`src/rtl/text_console_pkg.sv`:
```
// Shared constants, control codes and state encoding for the text console and the
// LCD scan-out stage that reads the same character VRAM.
package text_console_pkg;

  localparam int COLS      = 60;
  localparam int ROWS      = 17;
  localparam int AW        = 10;
  localparam int VRAM_SIZE = COLS * ROWS;

  localparam logic [7:0] BLANK = 8'h20;
  localparam logic [7:0] LF    = 8'h0A;
  localparam logic [7:0] CR    = 8'h0D;
  localparam logic [7:0] BS    = 8'h08;
  localparam logic [7:0] FF    = 8'h0C;

  localparam logic [5:0]    LAST_COL    = 6'(COLS - 1);
  localparam logic [4:0]    LAST_ROW    = 5'(ROWS - 1);
  localparam logic [AW-1:0] ROW_STRIDE  = AW'(COLS);
  localparam logic [AW-1:0] LAST_ADDR   = AW'(VRAM_SIZE - 1);
  localparam logic [AW-1:0] SCROLL_LAST = AW'(COLS * (ROWS - 1) - 1);

  typedef enum logic [2:0] {
    RESET_CLR, IDLE, WRITE, WAIT_VS, SCR_RD, SCR_WR, CLR_LINE, CLR_ALL
  } state_t;

  function automatic logic [AW-1:0] cell_addr(input logic [4:0] row, input logic [5:0] col);
    return AW'(row) * ROW_STRIDE + AW'(col);
  endfunction

  // 0x80..0xFF are glyph codes too and are stored unchanged.
  function automatic logic is_printable(input logic [7:0] b);
    return (b >= 8'h20) && (b != 8'h7F);
  endfunction

endpackage

```
`src/rtl/text_console.sv`:
```
// Byte-stream front end for the 60x17 character VRAM: cursor handling, line wrap,
// vsync-aligned scroll and clear. Port-A outputs are registered, so each state's
// access appears on the port one cycle after the state itself.
module text_console
  import text_console_pkg::*;
(
  input  logic          PixelClk,
  input  logic          nRST,
  input  logic          ch_valid,
  input  logic [7:0]    ch_data,
  output logic          ch_ready,
  input  logic          vsync,
  output logic [AW-1:0] v_ada,
  output logic [7:0]    v_dina,
  output logic          v_wrea,
  input  logic [7:0]    v_douta,
  output logic [5:0]    cur_col,
  output logic [4:0]    cur_row,
  output logic          busy
);

  state_t        state, next_state;
  logic [AW-1:0] cnt;
  logic [7:0]    ch_q;
  logic          clr_pend;
  logic          vs_q;

  logic [AW-1:0] ada_d;
  logic [7:0]    dina_d, dina_q;
  logic          wrea_d, copy_d, copy_q;

  logic accept, vs_rise, printable, line_end, scroll_needed;

  assign accept        = ch_valid && ch_ready && (state == IDLE);
  assign vs_rise       = vsync && !vs_q;
  assign printable     = is_printable(ch_q);
  assign line_end      = (printable && cur_col == LAST_COL) || (ch_q == LF);
  assign scroll_needed = line_end && (cur_row == LAST_ROW);
  assign busy          = (state != IDLE);
  // During the scroll write cycle the data is the word read in the previous cycle.
  assign v_dina        = copy_q ? v_douta : dina_q;

  // NOTE: sequential state uses non-blocking assignments so every register samples
  // pre-edge values regardless of block ordering.
  always_ff @(posedge PixelClk or negedge nRST) begin
    if (!nRST) state <= RESET_CLR;
    else       state <= next_state;
  end

  // NOTE: every always_comb output gets a default first so no path infers a latch.
  always_comb begin
    next_state = state;
    case (state)
      RESET_CLR, CLR_ALL: if (cnt == LAST_ADDR) next_state = IDLE;
      IDLE:               if (accept) next_state = WRITE;
      WRITE:              next_state = (ch_q == FF || scroll_needed) ? WAIT_VS : IDLE;
      WAIT_VS:            if (vs_rise) next_state = clr_pend ? CLR_ALL : SCR_RD;
      SCR_RD:             next_state = SCR_WR;
      SCR_WR:             next_state = (cnt == SCROLL_LAST) ? CLR_LINE : SCR_RD;
      CLR_LINE:           if (cnt == LAST_ADDR) next_state = IDLE;
      default:            next_state = RESET_CLR;
    endcase
  end

  always_comb begin
    ada_d  = cnt;
    dina_d = BLANK;
    wrea_d = 1'b0;
    copy_d = 1'b0;
    case (state)
      RESET_CLR, CLR_ALL, CLR_LINE: wrea_d = 1'b1;
      WRITE: begin
        ada_d  = cell_addr(cur_row, cur_col);
        dina_d = ch_q;
        wrea_d = printable;
      end
      SCR_RD: ada_d = cnt + ROW_STRIDE;
      SCR_WR: begin
        wrea_d = 1'b1;
        copy_d = 1'b1;
      end
      default: ;
    endcase
  end

  always_ff @(posedge PixelClk or negedge nRST) begin
    if (!nRST) begin
      v_ada    <= '0;
      dina_q   <= BLANK;
      v_wrea   <= 1'b0;
      copy_q   <= 1'b0;
      ch_ready <= 1'b0;
    end else begin
      v_ada    <= ada_d;
      dina_q   <= dina_d;
      v_wrea   <= wrea_d;
      copy_q   <= copy_d;
      // Leaving WRITE keeps ready low one extra cycle: 2 low cycles per byte.
      ch_ready <= (next_state == IDLE) && (state != WRITE);
    end
  end

  always_ff @(posedge PixelClk or negedge nRST) begin
    if (!nRST) begin
      cnt      <= '0;
      ch_q     <= '0;
      clr_pend <= 1'b0;
      vs_q     <= 1'b0;
      cur_col  <= '0;
      cur_row  <= '0;
    end else begin
      vs_q <= vsync;
      if (accept) ch_q <= ch_data;
      case (state)
        RESET_CLR, CLR_ALL: begin
          if (cnt == LAST_ADDR) begin
            cnt      <= '0;
            cur_col  <= '0;
            cur_row  <= '0;
            clr_pend <= 1'b0;
          end else begin
            cnt <= cnt + 1'b1;
          end
        end
        WRITE: begin
          cnt      <= '0;
          clr_pend <= (ch_q == FF);
          if (line_end) begin
            cur_col <= '0;
            if (cur_row != LAST_ROW) cur_row <= cur_row + 1'b1;
          end else if (printable) begin
            cur_col <= cur_col + 1'b1;
          end else if (ch_q == CR) begin
            cur_col <= '0;
          end else if (ch_q == BS && cur_col != '0) begin
            cur_col <= cur_col - 1'b1;
          end
        end
        SCR_WR: cnt <= cnt + 1'b1;
        CLR_LINE: cnt <= (cnt == LAST_ADDR) ? '0 : cnt + 1'b1;
        default: ;
      endcase
    end
  end

endmodule

```
`config.mk`:
```
export PLATFORM = sky130hd
export DESIGN_NAME = text_console
export DESIGN_NICKNAME = d
export VERILOG_FILES = /design/src/rtl/text_console_pkg.sv /design/src/rtl/text_console.sv
export SDC_FILE = /design/constraint.sdc
export NUM_CORES = 1
export LEC_CHECK = 0
export BUFFER_PORTS_ARGS = -buffer_cell sky130_fd_sc_hd__buf_2
export CORE_MARGIN = 2
export CORE_UTILIZATION = 47
export CTS_BUF_LIST = sky130_fd_sc_hd__clkbuf_4 sky130_fd_sc_hd__clkbuf_8
export DETAILED_ROUTE_END_ITERATION = 6
export GPL_TIMING_DRIVEN = 0
export HOLD_SLACK_MARGIN = 0.12
export PLACE_DENSITY = 0.65
export REMOVE_ABC_BUFFERS = 1
export SYNTH_ARGS = -nofsm -noshare
export SYNTH_HDL_FRONTEND = slang
export SYNTH_SLANG_ARGS = --single-unit
```
`constraint.sdc`:
```
create_clock -name PixelClk -period 4.5 [get_ports PixelClk]
set_clock_uncertainty 0.2 [all_clocks]
set_input_delay 0.9 -clock PixelClk [delete_from_list [all_inputs] [get_ports PixelClk]]
set_output_delay 0.9 -clock PixelClk [all_outputs]
set_load 0.02 [all_outputs]
```
==> flow_results.org <==
** Pwr
- Power spread over the standard cell area amounts to 466 nW/um^2.
- Sequential fraction of design power :: 0.416
- Summed over all cells, the static leakage comes to 0.00205 uW.
- IR analysis of the VDD net gives a maximum drop of 0.000274 V.
- Cell internal power was estimated by the tool at 1110 uW.
- Switching Share :: 0.442
- In this run the power spent charging and discharging nets is 881 uW.
- Relative contribution of the clock network to total power :: 0.141
- Of the total power, combinational logic draws 0.443.

** Floorplanning
- Die Ht :: 94.9 um
- Rows :: 33
- Number of ports placed on the die boundary :: 52
- For this configuration, the core starts out at a cell density of 0.480.
- Overall die area :: 9010 sq um
- In this run the horizontal extent of the chip is 94.9 um.
- The region available for standard cell placement spans 8090 sq um.

** Yosys
- The share of the Yosys chip area taken by registers is 0.355.
- Number of instances in the synthesized netlist :: 414
- Cell type with the highest aggregate area in the netlist :: sky130_fd_sc_hd__dfrtp_1
- Synthesis instantiated 72 different standard cells from the library.
- The synthesized design contains 55 register bits.
- Top_reg_cell synth :: sky130_fd_sc_hd__dfrtp_1
- Top area cells in the synthesized netlist :: sky130_fd_sc_hd__dfrtp_1, sky130_fd_sc_hd__ha_1, sky130_fd_sc_hd__mux2_2, sky130_fd_sc_hd__fa_1, sky130_fd_sc_hd__nor2_1
- During synthesis, Yosys emitted a total of 0 warnings.
- FFs w/ async S/R, synth :: 1.00
- In this run, synthesis inferred 0 flip-flops with an integrated enable.
- After synthesis, the mean cell area works out to 9.38 sq um.
- Of the post-synthesis cell area, the dominant cell type holds 0.348.
- In this run the cell area of the synthesized design comes to 3880 sq um.

** Global route
- Overflow left after global routing :: 0
- GR Util met2 :: 0.348
- The first global-routing pass estimated 14800 um of wire.
- GRT Max-Usage Layer :: met2
- In the global route stage, met1 resource usage came out at 0.276.
- GRT Resource Usage Total :: 0.204
- Pin count of the biggest net entering global routing :: 56
- Via count of the first global-routing pass :: 3152
- Initial antenna violation count :: 0
- For met3 alone, demand over resource in global routing was 0.0279.

** Worst setup path
- For the worst setup path, the data arrival time is 4.03 ns.
- Worst path slowest cell :: sky130_fd_sc_hd__fa_1
- The worst setup path is captured at a flop.
- In this design, the largest share of critical-path delay is due to adder cells.
- Largest incremental delay on the critical path :: 0.57 ns
- Worst path bufs/invs :: 2
- The critical path is of the reg -> reg type.
- The signal on the critical path passes through fa_1 -> fa_1 -> inv_1 -> fa_1 -> inv_1 -> ha_1 -> o21ai_0 -> nor2_1 -> o21ai_0 -> nor4_2 -> mux2i_1 -> or3_1.
- Counting stages on the worst path, the most repeated cell is sky130_fd_sc_hd__fa_1.
- CP startpoint kind :: flop
- Of all nets on the critical path, the largest fanout is 8.
- STA puts the critical path data required time at 4.49 ns.

** Clocking
- Quantity of gates resized following cts :: 0
- In this run the number of H-tree levels came out at 2.
- In this run, CTS created clock tree buffers numbering 5.
- The clock net in this run drives a total of 55 sinks.
- CTS Buffer Depth :: 2
- Clock transition at the registers of the reported paths :: 0.10 ns
- The tree is rooted in a sky130_fd_sc_hd__clkbuf_8.
- The later pin in the worst-skew pair is clocked with a latency of 0.31 ns.
- The number of hold buffers added after CTS was 0.
- Setup bufs post-CTS :: 0
- TritonCTS built the clock tree.

** Place
- PortBufs :: 51
- Weighted congestion reported at the end of routability-driven placement :: 0.845
- The number of placed instances, taps included, is 553.
- Detailed placement finished with a half-perimeter wire length of 6430 um.

** Final layout
- For this run, the number of standard cells in the final layout without fillers is 561.
- In the final design database the tool counted 508 nets.
- For this run, the share of the core covered by cells in the final layout is 0.528.
- The number of antenna diodes in the final layout is 0.
- In the final layout, the share of cells above drive strength 1 is 0.215.
- P&R area growth vs syn :: 10.1%
- Number of fill cells :: 785

** Timing
- F_max :: 248 MHz
- Final Critical Period :: 4.03 ns
- The final number of hold-violating endpoints is 0.
- Setup violations remaining at the end of the flow were counted as 0.
- Final TNS setup :: 0 ns
- For the pin with the worst max-slew slack, the measured transition is 1.20 ns.
- Headroom to the max-slew limit came out at 0.197.
- The count of pins over their slew limit was 0.
- Dividing the final minimum period by the clock period gives 0.897.
- Setup repair after global routing missed its margin :: no

** Route
- Post-detailed-route wirelength per cell :: 15.3 um
- For this block, the initial DRC count from the detailed router was 127.
- Using the TritonRoute via totals, the vias-per-cell ratio works out to 5.64.
- Number of detailed-routing iterations run before antenna repair :: 4
- In this run the remaining antenna-violating nets after routing total 0.
- Remaining routing DRC violations :: 0
- Total Routed Length :: 8560 um
- Vias :: 3166

** Job
- Across the run, the number of max-cap violations was 0.

** Outcome
- The run finished with clean final reports.

** Min path
- The tightest min-delay check is of the reg -> reg type.
-- cell type report --
cell class	instances	area [sq um]	area share
multi-input cells	310	2300	0.537
well taps	105	131	0.0307
clock inverters	3	25.0	0.00585
clock buffers	5	68.8	0.0161
repair buffers	51	255	0.0597
flip-flops and latches	55	1380	0.322
inverters	32	120	0.0281
-- cell families after synthesis --
group | Yosys count | synth area share
AND/OR/NAND/NOR | 148 | 0.195
adder cells (fa/ha/maj) | 33 | 0.122
buffers and inverters | 49 | 0.0535
AO/OA/AOI/OAI | 88 | 0.168
multiplexers | 25 | 0.0715
XOR/XNOR | 16 | 0.0361
flip-flops | 55 | 0.355
-- sequential cells by signal (all words and copies together) (netlist names) --
register  cells
v_wrea        1
clr_pend      1
v_ada        10
dina_q        8
ch_q          8
state         3
vs_q          1
cur_row       5
cnt          10
cur_col       6
copy_q        1
ch_ready      1
-- layer usage --
| metal | routed length [um] | part of all wire |
|---|---|---|
| met5 | 0 | 0 |
| met2 | 4170 | 0.49 |
| met1 | 4000 | 0.47 |
| met4 | 53 | 0.0062 |
| met3 | 336 | 0.039 |
-- power groups by stage --
stage | logic, uW | clock network, uW | registers (uW)
final | 883 | 281 | 828
after detailed placement | 879 | 0 | 838
after global routing | 979 | 309 | 858
after global placement | 860 | 0 | 831
after CTS | 883 | 290 | 827
after floorplan | 599 | 0 | 838
-- tightest hold or removal path: stages (launching register included) --
cell and delay, ns:
sky130_fd_sc_hd__dfrtp_1 0.37, sky130_fd_sc_hd__nand2_1 0.05, sky130_fd_sc_hd__nand2_1 0.06
-- cells in the final DEF (no fill, tap or decap), types with 7 or more instances in the layout --
cell type / instances
sky130_fd_sc_hd__mux2_2: 18
sky130_fd_sc_hd__fa_1: 8
sky130_fd_sc_hd__a211oi_1: 10
sky130_fd_sc_hd__xor2_1: 7
sky130_fd_sc_hd__dfrtp_1: 54
sky130_fd_sc_hd__nand2_1: 33
sky130_fd_sc_hd__and3_1: 8
sky130_fd_sc_hd__nor2_1: 40
sky130_fd_sc_hd__nand3_1: 18
sky130_fd_sc_hd__a21oi_1: 9
sky130_fd_sc_hd__o21ai_0: 19
sky130_fd_sc_hd__or3_1: 7
sky130_fd_sc_hd__xnor2_1: 9
sky130_fd_sc_hd__inv_1: 31
sky130_fd_sc_hd__buf_2: 51
sky130_fd_sc_hd__ha_1: 25
-- path summary, 6_finish.rpt --
kind | startpoint | endpoint | slack [ns] | cells past startpoint
setup / recovery | cur_row[0] | v_ada[9] | 0.47 | 12
hold / removal | clr_pend | clr_pend | 0.30 | 2
setup reg to reg | cur_row[0] | v_ada[9] | 0.47 | 12
hold reg to reg | clr_pend | clr_pend | 0.30 | 2
max in group asynchronous | nRST | cur_row[3] | 2.74 | 1
min in group asynchronous | nRST | cnt[6] | 0.63 | 1
-- synth_stat cells, types with 2 or more instances --
master and count:
sky130_fd_sc_hd__a21o_1 4, sky130_fd_sc_hd__xor2_1 7, sky130_fd_sc_hd__clkbuf_1 9, sky130_fd_sc_hd__ha_1 25, sky130_fd_sc_hd__nor2b_1 5, sky130_fd_sc_hd__inv_1 31, sky130_fd_sc_hd__o311ai_0 2, sky130_fd_sc_hd__a22oi_1 6
sky130_fd_sc_hd__a211oi_1 10, sky130_fd_sc_hd__mux2_2 18, sky130_fd_sc_hd__nor3b_1 2, sky130_fd_sc_hd__nand3_1 18, sky130_fd_sc_hd__xnor2_1 9, sky130_fd_sc_hd__o221ai_1 3, sky130_fd_sc_hd__nor2_1 40, sky130_fd_sc_hd__and3_2 2
sky130_fd_sc_hd__or2_2 2, sky130_fd_sc_hd__nand2_1 33, sky130_fd_sc_hd__mux2i_1 6, sky130_fd_sc_hd__o211ai_1 3, sky130_fd_sc_hd__dfrtp_1 54, sky130_fd_sc_hd__or3_1 7, sky130_fd_sc_hd__o31ai_1 4, sky130_fd_sc_hd__nor3_1 6
sky130_fd_sc_hd__a221o_1 3, sky130_fd_sc_hd__o22a_1 2, sky130_fd_sc_hd__and3_1 8, sky130_fd_sc_hd__a211o_1 2, sky130_fd_sc_hd__o21ai_0 19, sky130_fd_sc_hd__a21oi_1 9, sky130_fd_sc_hd__nor4b_1 2, sky130_fd_sc_hd__fa_1 8
sky130_fd_sc_hd__nor4_2 2, sky130_fd_sc_hd__nand2b_1 5, sky130_fd_sc_hd__a31oi_1 2, sky130_fd_sc_hd__buf_2 4, sky130_fd_sc_hd__nor4_1 5, sky130_fd_sc_hd__a311oi_1 3
-- per-stage QoR --
step                      area (sq um)  setup WS (ns)  hold slack [ns]  power [uW]
after floorplan                   3800          0.593            0.242        1440
after global placement            4180          0.492            0.270        1690
after detailed placement          4180          0.450            0.282        1720
after CTS                         4280          0.446            0.306        2000
after global routing              4280          0.265            0.325        2150
final                             4280          0.465            0.302        1990
Power figures use the tool's default switching activity.
